[src/rtl/demux_stream_nch.sv]
`default_nettype none
// ============================================================================
//  Module   : demux_stream_nch
//  Purpose  : Registered 1-to-NCH valid/ready stream demultiplexer. Each output
//             channel owns a 1-entry output register. In packet mode the
//             target channel is latched on the head beat and held until the
//             beat carrying in_last. Beats addressed to a channel index that
//             does not exist are consumed, dropped and counted.
//  Ports    : clk, rst          - clock (rising edge), synchronous active-high reset
//             in_valid/in_ready - input handshake
//             in_data/in_sel    - beat payload and target channel
//             in_last           - end of packet marker
//             out_valid/out_ready/out_data/out_last - per-channel outputs,
//                                 channel k at bit k / [k*WIDTH +: WIDTH]
//             drop_cnt          - saturating count of dropped beats
//  Revision : 1.0 - initial release
// ============================================================================
module demux_stream_nch #(
    parameter int WIDTH    = 8,
    parameter int NCH      = 4,
    parameter int SELW     = 2,
    parameter int PKT_MODE = 1
) (
    input  logic                 clk,
    input  logic                 rst,
    input  logic                 in_valid,
    output logic                 in_ready,
    input  logic [WIDTH-1:0]     in_data,
    input  logic [SELW-1:0]      in_sel,
    input  logic                 in_last,
    output logic [NCH-1:0]       out_valid,
    input  logic [NCH-1:0]       out_ready,
    output logic [NCH*WIDTH-1:0] out_data,
    output logic [NCH-1:0]       out_last,
    output logic [7:0]           drop_cnt
);

    localparam logic [SELW:0] c_NCH_EXT = (SELW+1)'(NCH);

    typedef enum logic [0:0] {
        ST_IDLE = 1'b0,
        ST_BUSY = 1'b1
    } state_t;

    state_t                 state_q;
    logic [SELW-1:0]        sel_q;
    logic [NCH-1:0]         out_valid_q;
    logic [NCH*WIDTH-1:0]   out_data_q;
    logic [NCH-1:0]         out_last_q;
    logic [7:0]             drop_cnt_q;
    logic [7:0]             drop_cnt_d;

    logic [SELW-1:0]        w_tgt;
    logic                   w_tgt_ok;
    logic [NCH-1:0]         w_free;
    logic                   w_free_tgt;
    logic                   w_in_ready;
    logic                   w_accept;
    logic [NCH-1:0]         w_wr;

    // Mid-packet the latched channel wins; in_sel is only looked at on a head
    // beat (or on every beat when packet mode is off).
    assign w_tgt    = ((PKT_MODE != 0) && (state_q == ST_BUSY)) ? sel_q : in_sel;
    assign w_tgt_ok = ({1'b0, w_tgt} < c_NCH_EXT);

    // A slot can take a beat if it is empty or is being drained this cycle.
    assign w_free = ~out_valid_q | out_ready;

    // Mux the target slot's free flag without indexing past NCH-1.
    always_comb begin
        w_free_tgt = 1'b0;
        for (int k = 0; k < NCH; k++) begin
            if (w_tgt == SELW'(k)) begin
                w_free_tgt = w_free[k];
            end
        end
    end

    // Nonexistent channels act as a sink that is always ready.
    assign w_in_ready = !rst && (w_tgt_ok ? w_free_tgt : 1'b1);
    assign w_accept   = in_valid && w_in_ready;

    // ------------------------------------------------------------------------
    // Per-channel output registers
    // ------------------------------------------------------------------------
    generate
        for (genvar k = 0; k < NCH; k++) begin : g_ch
            assign w_wr[k] = w_accept && w_tgt_ok && (w_tgt == SELW'(k));

            always_ff @(posedge clk) begin
                if (rst) begin
                    out_valid_q[k]                 <= 1'b0;
                    out_data_q[k*WIDTH +: WIDTH]   <= '0;
                    out_last_q[k]                  <= 1'b0;
                end else if (w_wr[k]) begin
                    // Fill wins over a simultaneous drain, so valid stays high.
                    out_valid_q[k]                 <= 1'b1;
                    out_data_q[k*WIDTH +: WIDTH]   <= in_data;
                    out_last_q[k]                  <= in_last;
                end else if (out_ready[k]) begin
                    // Data is left in place; only the valid flag clears.
                    out_valid_q[k]                 <= 1'b0;
                end
            end
        end
    endgenerate

    // ------------------------------------------------------------------------
    // Dropped-beat counter (saturating)
    // ------------------------------------------------------------------------
    always_comb begin
        drop_cnt_d = drop_cnt_q;
        if (w_accept && !w_tgt_ok && (drop_cnt_q != 8'hFF)) begin
            drop_cnt_d = drop_cnt_q + 8'd1;
        end
    end

    always_ff @(posedge clk) begin
        if (rst) begin
            drop_cnt_q <= 8'd0;
        end else begin
            drop_cnt_q <= drop_cnt_d;
        end
    end

    // ------------------------------------------------------------------------
    // Packet FSM: latch the channel on a multi-beat head, release on in_last
    // ------------------------------------------------------------------------
    generate
        if (PKT_MODE != 0) begin : g_pkt
            always_ff @(posedge clk) begin
                if (rst) begin
                    state_q <= ST_IDLE;
                    sel_q   <= '0;
                end else if (w_accept) begin
                    case (state_q)
                        ST_IDLE: begin
                            // Single-beat packets never leave IDLE.
                            if (!in_last) begin
                                state_q <= ST_BUSY;
                                sel_q   <= in_sel;
                            end
                        end
                        ST_BUSY: begin
                            if (in_last) begin
                                state_q <= ST_IDLE;
                            end
                        end
                        default: state_q <= ST_IDLE;
                    endcase
                end
            end
        end else begin : g_nopkt
            always_ff @(posedge clk) begin
                state_q <= ST_IDLE;
                sel_q   <= '0;
            end
        end
    endgenerate

    assign in_ready  = w_in_ready;
    assign out_valid = out_valid_q;
    assign out_data  = out_data_q;
    assign out_last  = out_last_q;
    assign drop_cnt  = drop_cnt_q;

endmodule
`default_nettype wire

[config.mk]
export PLATFORM = sky130hd
export DESIGN_NAME = demux_stream_nch
export DESIGN_NICKNAME = d
export VERILOG_FILES = /design/src/rtl/demux_stream_nch.sv
export SDC_FILE = /design/constraint.sdc
export NUM_CORES = 1
export LEC_CHECK = 0
export ABC_AREA = 1
export BUFFER_PORTS_ARGS = -buffer_cell sky130_fd_sc_hd__buf_2
export CAP_MARGIN = 20
export CELL_PAD_IN_SITES_DETAIL_PLACEMENT = 0
export CELL_PAD_IN_SITES_GLOBAL_PLACEMENT = 1
export CORE_MARGIN = 3
export CORE_UTILIZATION = 38
export DETAILED_ROUTE_END_ITERATION = 12
export PLACE_DENSITY_LB_ADDON = 0.1
export SLEW_MARGIN = 10
export SYNTH_ARGS = -nofsm -noshare
export SYNTH_HDL_FRONTEND = slang
export SYNTH_SLANG_ARGS = --single-unit
[constraint.sdc]
create_clock -name clk -period 2.52 [get_ports clk]
set_clock_uncertainty 0.05 [all_clocks]
set_input_delay 0.126 -clock clk [delete_from_list [all_inputs] [get_ports clk]]
set_output_delay 0.126 -clock clk [all_outputs]
set_load 0.005 [all_outputs]
* Word level (Yosys, flattened, before mapping)
Cells that the tools add are included.
** Cells by class
- Equality and inequality tests :: 3
- Multiplexer cells :: 14
- Bitwise gates (word level) :: 4
- Reductions and logical operators :: 13
** Operators with widths (count)
- $mux 1 :: 13
- $reduce_bool 2->1 :: 4
- $logic_and 1x1->1 :: 6
- $eq 2x2->1 const B :: 2
- $not 4->4 :: 1
- $or 4x4->4 :: 1
- $reduce_and 3->1 :: 1
- $eq 2x1->1 const B :: 1
- $logic_not 2->1 :: 1
- $mux 2 :: 1
- $not 1->1 :: 2
- $logic_not 1->1 :: 1
** Word-level totals
- Register bits after elaboration :: 43
- Output and inout port bits :: 49
- Logic and storage cells :: 48

* Depth between registers and ports, before layout
- Word-level depth :: 10
- Gate-level depth with buffers :: 10
- Mapped depth without buffers :: 10

* Worst setup path after synthesis
OpenSTA, ideal clock, no wires.
- Path kind :: reg-to-reg
- Start :: register state_q
- End :: register out_data_q[24] (netlist: out_data[24])
- Setup time :: 0.128 ns
- Arrival :: 1.281 ns
- Path slack :: 1.061 ns
- Cell stages (with the launch flop) :: 9
- Path through :: dfxtp_1 inv_2 nand2_2 nand2_4 nor2_2 nand4_4 buf_2 a21oi_1 nor2_1
** On the way
- Longest elaborated chain between the ends :: 9
** Ends and longest elaborated chain
- from (decl) :: RTL line 45 : state_t state_q;
- from (signal assigned) :: RTL line 133 : state_q <= ST_IDLE;
- from (signal assigned) :: RTL line 140 : state_q <= ST_BUSY;
- from (signal assigned) :: RTL line 146 : state_q <= ST_IDLE;
- $mux 2 (*) :: RTL line 63 : assign w_tgt = ((PKT_MODE != 0) && (state_q == ST_BUSY)) ? sel_q : in_sel;
- $logic_not 2->1 :: RTL line 73 : if (w_tgt == SELW'(k)) begin
- $mux 1 (4 in a row) :: RTL line 73
- $logic_and 1x1->1 :: RTL line 80 : assign w_in_ready = !rst && (w_tgt_ok ? w_free_tgt : 1'b1);
- $logic_and 1x1->1 :: RTL line 81 : assign w_accept = in_valid && w_in_ready;
- $logic_and 1x1->1 (*) :: RTL line 88 : assign w_wr[k] = w_accept && w_tgt_ok && (w_tgt == SELW'(k));
- to (signal, indexed assignment) :: RTL line 98 : out_data_q[k*WIDTH +: WIDTH] <= in_data;
- to (decl) :: RTL line 48 : logic [NCH*WIDTH-1:0] out_data_q;
Every way passes the cells marked *; elsewhere a longest branch is shown, timed or not.
A chain may end at the register's enable or synchronous reset.

* Worst setup path in the final report
- Start :: register state_q
- End :: output port in_ready
** On the way
- Longest elaborated chain between the ends :: 7
** Ends and longest elaborated chain
- $mux 2 (*) :: RTL line 63
- $logic_not 2->1 :: RTL line 73
- $mux 1 (3 in a row) :: RTL line 73
- $mux 1 (*) :: RTL line 73
- $logic_and 1x1->1 (*) :: RTL line 80
- to (decl) :: RTL line 27 : output logic in_ready,
Marked as above.

==> qor.yml <==
avgRoutedWirePerCell_um: 11.7
maxCapViolations: 0
final_hold_viol_count: 0
ys_ff_latch: 43
critPathMaxFanout: 32
postCtsSetupBuffers: 0
met3_usage_pct: 3.95
cts_buffer_depth: 2
crit_cells: 7
grt_max_degree: 33
ff2ff_path_depth: 9
dieArea_um2: 7000
vdd_drop_max_mv: 0.198
grt_pass1_wl_um: 9070
rsz0062_at_grt: "false"
post-route-min-period_ns: 2.15
final-max-slew-violation-count: 0
synthToLayoutAreaGrowth_pct: 17.1
final_nets: 404
rows: 27
grt_pass1_vias: 1874
port_buffers: 58
clkPwrFrac_pct: 34.0
hold-path-cell-count: 4
clk_pin_slew_ns: 0.08
start_util_pct: 40.4
worst_pin_slew_ns: 0.663
yosysWarnings: 0
ant_nets: 0
yosys.area.top_type: "dfxtp_1"
cts_made_buffers: 5
crit_family: "simple AND/OR/NAND/NOR gates"
reg2reg_setup_slack_ns: 0.59
gr-usage-all-layers_pct: 16.0
hp-class: "primary input to flip-flop"
cp_common_cell: "nand3_2"
drtIter0Drc: 108
h-tree-depth: 2
yosysUniqueCellTypes: 24
cellLeakagePower_uw: 0.00141
p_switching_uw: 397
synth_seq_area_share_pct: 37.5
r2r_start: "state_q$_SDFFE_PP0P_"
synth_area_leaders: "dfxtp_1 38%, inv_1 13%, nand2_1 11%"
gr-usage-met1_pct: 21.4
netlist.area_leader.share_pct: 37.5
place.gp.congestion: 0.745
die_h_um: 83.7
cts_sinks: 43
setup_viol: 0
min_to: "out_valid[2]$_SDFFE_PP0P_"
fin_setup_tns_ns: 0
clk-insertion-delay-late_ns: 0.29
crit_required_ns: 2.34
route.detailed.drc: 0
holdBufCountCts: 0
pin_count: 67
critPathArrivalTime_ns: 1.97
critical-path-max-stage-delay_ns: 0.53
grt_use_met2_pct: 25.5
core_um2: 5680
dr.pass1.iters: 4
grt_overflow: 0
r2r_end: "out_data[20]$_SDFFE_PP0P_"
p_int_uw: 1030
post-dp-hpwl_um: 3870
relSlewSlack_pct: 55.7
synthesis.area_um2: 2290
p_sw_share_pct: 27.8
busiest_layer: "met2"
netlist_instances: 332
cts-root-buf: "clkbuf_8"
final_util_pct: 47.3
cts_tree: "built"
cts-resized-gates: 0
vias: 2006
drive_above_1_share_pct: 24.5
path_cells: "inv_2 -> nand2_2 -> nand2_4 -> nand3_2 -> nand3_2 -> nor2_4 -> buf_2"
power.density_nw_per_um2: 532
vias_per_cell: 4.37
path_class: "flip-flop to output pin"
worst_setup_path_start_kind: "flip-flop"
grt_antenna_before_repair: 0
crit_buf_inv: 2
slowest_stage: "nor2_4"
seq_power_share_pct: 50.3
hp-start: "out_ready[2]"
finalCritPeriodShare_pct: 85.3
cp-end-kind: "output pin"
max_freq_mhz: 465
routed_wl_um: 5380
diodes: 0
status: "completed"
die_w_um: 83.7
postSynthAreaPerCell_um2: 6.91
combPwrFrac_pct: 15.7
-- state kept, by name, summed over array words and instances, names as in the netlist --
signal	cells
state_q	1
out_valid	4
out_data	32
sel_q	2
out_last	4
-- power by group through the flow --
stage	logic (uW)	clock network, uW	registers (uW)
finish	224	486	719
global route	257	540	723
CTS	227	510	720
detailed placement	225	0	736
global placement	225	0	736
floorplan	166	0	738
-- cell type report --
class | count | area [um^2]
Clock buffer | 7 | 96.3
Clock inverter | 1 | 7.51
Fill cell | 606 | 2990
Inverter | 82 | 309
Multi-Input combinational cell | 194 | 1020
Sequential cell | 43 | 861
Tap cell | 72 | 90.1
Timing Repair Buffer | 60 | 305
-- worst register-to-register path, stage by stage (launching register included) --
cell     delay, ns
dfxtp_1       0.45
inv_2         0.09
nand2_2       0.10
nand2_4       0.08
nand3_2       0.11
nand3_2       0.09
nor2_4        0.53
nand4_1       0.19
nand2_1       0.11
nor2_1        0.04
-- Yosys cell counts --
master     n
nand4_1   30
clkinv_2   1
nand2_2    5
nor2_2     1
nor2_8     1
clkinv_1   1
buf_4      9
buf_2      2
conb_1     1
nand3_4    1
inv_1     78
nand3_2    5
dfxtp_1   43
inv_2      2
nand2_4    3
clkbuf_1   2
nor2_4     3
a21oi_2    1
nand4_4    4
a21oi_1   13
nor2_1    52
buf_6      3
nand2_1   67
buf_1      4
-- cell usage in the layout, fill, tap and decap left out --
master | Yosys | layout
clkinv_1 | 1 | 1
a21oi_2 | 1 | 1
nand3_2 | 5 | 5
clkinvlp_4 | 0 | 1
buf_4 | 9 | 2
nor2_4 | 3 | 3
dfxtp_1 | 43 | 43
inv_2 | 2 | 2
clkbuf_8 | 0 | 7
nand2_2 | 5 | 5
buf_2 | 2 | 58
nand4_1 | 30 | 30
nand2_4 | 3 | 3
nand2_1 | 67 | 67
nand4_4 | 4 | 4
nand3_4 | 1 | 1
a21oi_1 | 13 | 13
inv_1 | 78 | 78
nor2_8 | 1 | 1
nor2_2 | 1 | 1
clkinv_2 | 1 | 1
conb_1 | 1 | 8
nor2_1 | 52 | 52
-- how the worst max path moves through the flow --
stage                    startpoint                   endpoint
6_report       state_q$_SDFFE_PP0P_                   in_ready
5_1_grt        state_q$_SDFFE_PP0P_                   in_ready
4_1_cts        state_q$_SDFFE_PP0P_                   in_ready
3_3_place_gp   state_q$_SDFFE_PP0P_  out_data[17]$_SDFFE_PP0P_
2_1_floorplan  state_q$_SDFFE_PP0P_  out_data[24]$_SDFFE_PP0P_
3_5_place_dp   state_q$_SDFFE_PP0P_  out_data[20]$_SDFFE_PP0P_
-- per-layer routing --
metal | wire (um) | up-vias
met5 | 0 | -
met4 | 89 | 0
met3 | 248 | 7
met1 | 2610 | 850
met2 | 2430 | 58
li1 | - | 1091
-- cells by family (layout without fill, tap and decap cells) --
logic type / Yosys count / after routing / share of synthesized area (%)
flip-flops: 43 / 43 / 37.5
other: 1 / 8 / 0.164
buffers and inverters: 102 / 150 / 19.3
AND/OR/NAND/NOR: 172 / 172 / 39.8
AO/OA/AOI/OAI: 14 / 14 / 3.22
-- metrics by stage --
stage          cell area (um^2)  hold slack [ns]  setup WS [ns]  total power, uW  cells
3_3_place_gp               2580            0.357          0.640              961    451
6_report                   2690           0.0510          0.372             1430    459
4_1_cts                    2690           0.0433          0.365             1460    459
2_1_floorplan              2320            0.138           1.06              904    339
5_1_grt                    2690           0.0839          0.178             1520    459
3_5_place_dp               2580            0.358          0.613              961    451
(Power assumes the default switching activity.)
